File: config.mk
export PLATFORM = sky130hd
export DESIGN_NAME = fifo_uart_tx
export DESIGN_NICKNAME = d
export VERILOG_FILES = /design/src/rtl/fifo_uart_tx.sv
export SDC_FILE = /design/constraint.sdc
export NUM_CORES = 1
export LEC_CHECK = 0
export ABC_AREA = 1
export CORE_ASPECT_RATIO = 0.75
export CORE_UTILIZATION = 56
export CTS_BUF_LIST = sky130_fd_sc_hd__clkbuf_16
export DETAILED_ROUTE_END_ITERATION = 8
export PLACE_DENSITY_LB_ADDON = 0.05
export SLEW_MARGIN = 20
export SYNTH_ARGS = -nofsm -noshare
export SYNTH_HDL_FRONTEND = slang
export SYNTH_SLANG_ARGS = --single-unit
File: constraint.sdc
create_clock -name clock -period 1.5 [get_ports clock]
set_input_delay 0.3 -clock clock [delete_from_list [all_inputs] [get_ports clock]]
set_output_delay 0.3 -clock clock [all_outputs]
set_load 0.005 [all_outputs]
File: src/rtl/fifo_uart_tx.sv
// fifo_uart_tx: pops one byte per frame from a 1-cycle-latency FIFO and serialises it as a UART frame.
// Default build is 8N1; define PARITY_EN for 8E1 (even parity bit between data and stop).
module fifo_uart_tx #(
  parameter int CLKS_PER_BIT = 434
) (
  input  logic       clock,
  input  logic       sclr_n,
  input  logic       empty,
  input  logic [7:0] q,
  output logic       rdreq,
  output logic       txd,
  output logic       busy,
  output logic       tx_done
);

  localparam logic [15:0] LAST_CNT = 16'(CLKS_PER_BIT - 1);

  typedef enum logic [2:0] {
    IDLE,
    FETCH,
    LOAD,
    START,
    DATA,
`ifdef PARITY_EN
    PARITY,
`endif
    STOP
  } state_t;

  state_t      state_q, state_d;
  logic [15:0] cnt_q, cnt_d;
  logic [2:0]  bit_idx_q, bit_idx_d;
  logic [7:0]  shift_q, shift_d;
`ifdef PARITY_EN
  logic        parity_q, parity_d;
`endif
  logic        bit_end;
  logic        in_bit;

  assign bit_end = (cnt_q == LAST_CNT);

  always_comb begin
    in_bit = 1'b0;
    case (state_q)
      START, DATA, STOP: in_bit = 1'b1;
`ifdef PARITY_EN
      PARITY:            in_bit = 1'b1;
`endif
      default:           in_bit = 1'b0;
    endcase
  end

  always_comb begin
    state_d   = state_q;
    cnt_d     = cnt_q;
    bit_idx_d = bit_idx_q;
    shift_d   = shift_q;
`ifdef PARITY_EN
    parity_d  = parity_q;
`endif

    // The bit timer runs only inside a serial bit and restarts at every boundary.
    if (in_bit) begin
      cnt_d = bit_end ? 16'd0 : cnt_q + 16'd1;
    end else begin
      cnt_d = 16'd0;
    end

    case (state_q)
      IDLE: begin
        bit_idx_d = 3'd0;
        if (!empty) state_d = FETCH;
      end
      FETCH: begin
        state_d = LOAD;
      end
      LOAD: begin
        shift_d = q;
`ifdef PARITY_EN
        parity_d = ^q;
`endif
        state_d = START;
      end
      START: begin
        if (bit_end) begin
          bit_idx_d = 3'd0;
          state_d   = DATA;
        end
      end
      DATA: begin
        if (bit_end) begin
          shift_d   = {1'b0, shift_q[7:1]};
          bit_idx_d = bit_idx_q + 3'd1;
          if (bit_idx_q == 3'd7) begin
`ifdef PARITY_EN
            state_d = PARITY;
`else
            state_d = STOP;
`endif
          end
        end
      end
`ifdef PARITY_EN
      PARITY: begin
        if (bit_end) state_d = STOP;
      end
`endif
      STOP: begin
        if (bit_end) state_d = IDLE;
      end
      default: begin
        state_d = IDLE;
      end
    endcase
  end

  always_ff @(posedge clock) begin
    if (!sclr_n) begin
      state_q   <= IDLE;
      cnt_q     <= 16'd0;
      bit_idx_q <= 3'd0;
      shift_q   <= 8'd0;
`ifdef PARITY_EN
      parity_q  <= 1'b0;
`endif
    end else begin
      state_q   <= state_d;
      cnt_q     <= cnt_d;
      bit_idx_q <= bit_idx_d;
      shift_q   <= shift_d;
`ifdef PARITY_EN
      parity_q  <= parity_d;
`endif
    end
  end

  // Outputs decode only registered state, so q/empty never reach txd combinationally.
  always_comb begin
    rdreq   = (state_q == FETCH);
    busy    = (state_q != IDLE);
    tx_done = (state_q == STOP) && bit_end;
    case (state_q)
      START:   txd = 1'b0;
      DATA:    txd = shift_q[0];
`ifdef PARITY_EN
      PARITY:  txd = parity_q;
`endif
      default: txd = 1'b1;
    endcase
  end

endmodule

==> out/metrics.cfg <==
[outcome]
run_status=finished with violations
failed_checks=negative setup slack

[clock_network]
htreeDepth=2
clkTransAtPathRegs_ps=50
clockBufferDepth=2
cts.root.buffer_cell=sky130_fd_sc_hd__clkbuf_16
cts_num_sinks=30
cts_hold_buffers=0
cts-buffers-inserted=5
clkLatencyLatePin_ps=280
cts_tree=done

[layout]
highest_count_cells_in_the_layout_ignoring_fill_and_taps=43 x sky130_fd_sc_hd__nand2_1, 38 x sky130_fd_sc_hd__buf_4, 33 x sky130_fd_sc_hd__nor2_1, 25 x sky130_fd_sc_hd__inv_1, 22 x sky130_fd_sc_hd__dfxtp_1
multi_input_comb_area_um2=1000
diode_insertion_count_for_antenna_repair=0
fillCellCount=107
register_area_um2=618
layout-drive-gt1-share_pct=34.7
commonest_non_fill_non_tap_cell_in_the_layout=sky130_fd_sc_hd__nand2_1
finalNetCount=311
growth_of_design_area_from_synthesis_to_finish_pct=51.5

[hold_path]
hold_path_depth=2
hold_class=reg -> reg
timing.hold.worst_endpoint=shift_q[2]
timing.hold.worst.start=shift_q[2]

[floorplanning]
die-area_um2=3080
chipWidth_um=63.8
core.rowCount=16
dieHeight_um=48.3
design.portCount=15
coreArea_um2=2660
effective_utilization_at_floorplan_pct=60.2

[timing]
final_max_slew_viol_count=0
worst_slew_pin_slew_ps=357
finalCritPeriodShare_pct=107
timing.clock.skew_ps=7.12
timing.slew.headroom_pct=76.0
achievable_clock_frequency_mhz=623
final_setup_margin_ps=-105
final-setup-viol-count=6
rsz0062_at_grt=yes
finalCriticalPeriod_ps=1610
hold-worst-slack_ps=484
setup-tns-final_ps=-230
finalHoldViolations=0

[placed_design]
count_of_port_buffers_added_during_placement=14
post-dp-hpwl_um=2730
placement.setup.worst_slack_ps=-216
place.gp.congestion=0.866

[pwr]
ir_drop_mv=1.19
cell_leakage_power_nw=1.08
power_density_nw_per_um2=1610

[logic_synthesis]
synth-seq-cells=30
cells_after_synth=235
synth_fp_nets=250
syn-cell-area_um2=1600
synthesis.area_per_instance_um2=6.82
synth_sequential_area_ratio_pct=37.5
synth.lib_cells_used.distinct=27
yosys_warnings=0

[routing]
drt-total-wl_um=5550
drt_iter0_drc=245
antenna_violating_nets_post_route=0
drt_pass1_iterations=7
post_drt_wl_per_cell_um=16.7
detail_route.drc_violations=0
viasPerCell=5.74
vias=1912

[worst_setup_path]
rr_worst_depth=7
crit_arrival_ps=1310
endpoint_kind=primary output
path_class=reg -> out
timing.rr.end=cnt_q[10]
critPathRequiredTime_ps=1200
critPathLaunchType=flip-flop
r2r_start=cnt_q[0]
reg2reg_slack_ps=-60
worst-path-max-fanout=2

[global_route]
global_route_wire_length_before_repair_um=7980
grt-ovfl-total=0
grt_max_degree=14
grt_util_all_layers_pct=34.1
antenna_found_initial=0
grt_pass1_vias=1765

[flow_run]
maxCapViolCount=0

==> Yosys cell counts, drive strengths merged <==
master  instances  share of area (%)
a211oi          1               0.78
a21oi           8                2.5
nand4           5                2.0
o211ai          1               0.78
buf             2                1.0
ha              4                3.1
clkbuf          1               0.23
or2             2               0.78
inv            31                7.3
dfxtp          30                 37
nand2          54                 14
nor2           45                 11
a21boi          2               0.94
o21ai          10                3.1
nand3          20                6.9
nor3           10                3.1
xnor2           1               0.55
xor2            5                2.7
nor3b           3                1.4
==> sequential cells by signal, summed over array words and instances (netlist names) <==
| signal | cells |
|---|---|
| state_q | 3 |
| bit_idx_q | 3 |
| shift_q | 8 |
| cnt_q | 16 |
==> through the flow <==
stage | total power [mW] | cells | cell area (µm²) | utilization, %
floorplan | 1.70 | 235 | 1600 | -
global placement | 2.15 | 319 | 2050 | 76.8
detailed placement | 2.18 | 319 | 2050 | 76.8
CTS | 3.65 | 332 | 2310 | 86.7
global route | 4.09 | 333 | 2430 | 91.2
finish | 3.92 | 333 | 2430 | 91.2
==> per-layer routing <==
metal / part of all wire [%] / up-vias / global-route usage, %
met5: 0 / - / 0
met4: 4.8 / 0 / 17.0
met3: 8.8 / 38 / 11.1
met2: 46 / 132 / 53.5
met1: 40 / 863 / 41.8
li1: - / 879 / -
==> critical path, stage by stage (launching register included) <==
cell and delay [ps]:
sky130_fd_sc_hd__dfxtp_1 310, sky130_fd_sc_hd__nor2_1 170, sky130_fd_sc_hd__nand2_1 130, sky130_fd_sc_hd__nor2_4 110
sky130_fd_sc_hd__nand2_2 70, sky130_fd_sc_hd__nor2_2 110, sky130_fd_sc_hd__buf_2 120
==> where the power goes <==
group / internal [mW] / leakage (nW) / switching, mW
registers: 0.964 / 0.248 / 0.142
logic: 0.687 / 0.741 / 0.813
clock network: 0.945 / 0.0915 / 0.371
==> final cells by class <==
class / count / area share, %
timing repair buffer: 56 / 18.7
inverter: 31 / 5.00
multi-input combinational: 172 / 41.2
tap: 36 / 1.85
sequential: 30 / 25.5
clock buffer: 5 / 5.15
clock inverter: 3 / 2.63
==> worst max-delay path by stage <==
stage                          from          to  slack (ps)  depth (start not counted)
after floorplan            cnt_q[0]  shift_q[0]         230                          8
after global placement     cnt_q[1]     tx_done        -190                          7
after detailed placement   cnt_q[1]     tx_done        -220                          7
after CTS                  cnt_q[1]  shift_q[0]         -70                         11
after global routing       cnt_q[0]   cnt_q[10]        -210                          7
final                     cnt_q[10]     tx_done        -110                          6
==> logic make-up (layout without fill, tap and decap cells) <==
logic type,count (synthesis),after routing,share of synthesized area [%]
DFF,30,30,37.5
AOI/OAI and AO/OA,22,22,8.12
buffers and inverters,34,95,8.51
xor gates and xnor gates,6,6,3.28
adders and majority gates,4,4,3.12
and+or+nand+nor,139,140,39.5
==> timing repair <==
item	4_1_cts	5_1_grt
setup buffers	5	2
gates resized for setup	29	35
pin swaps	4	11
endpoints found under the setup margin	8	29
gates cloned	0	1
Power figures use the tool's default switching activity.
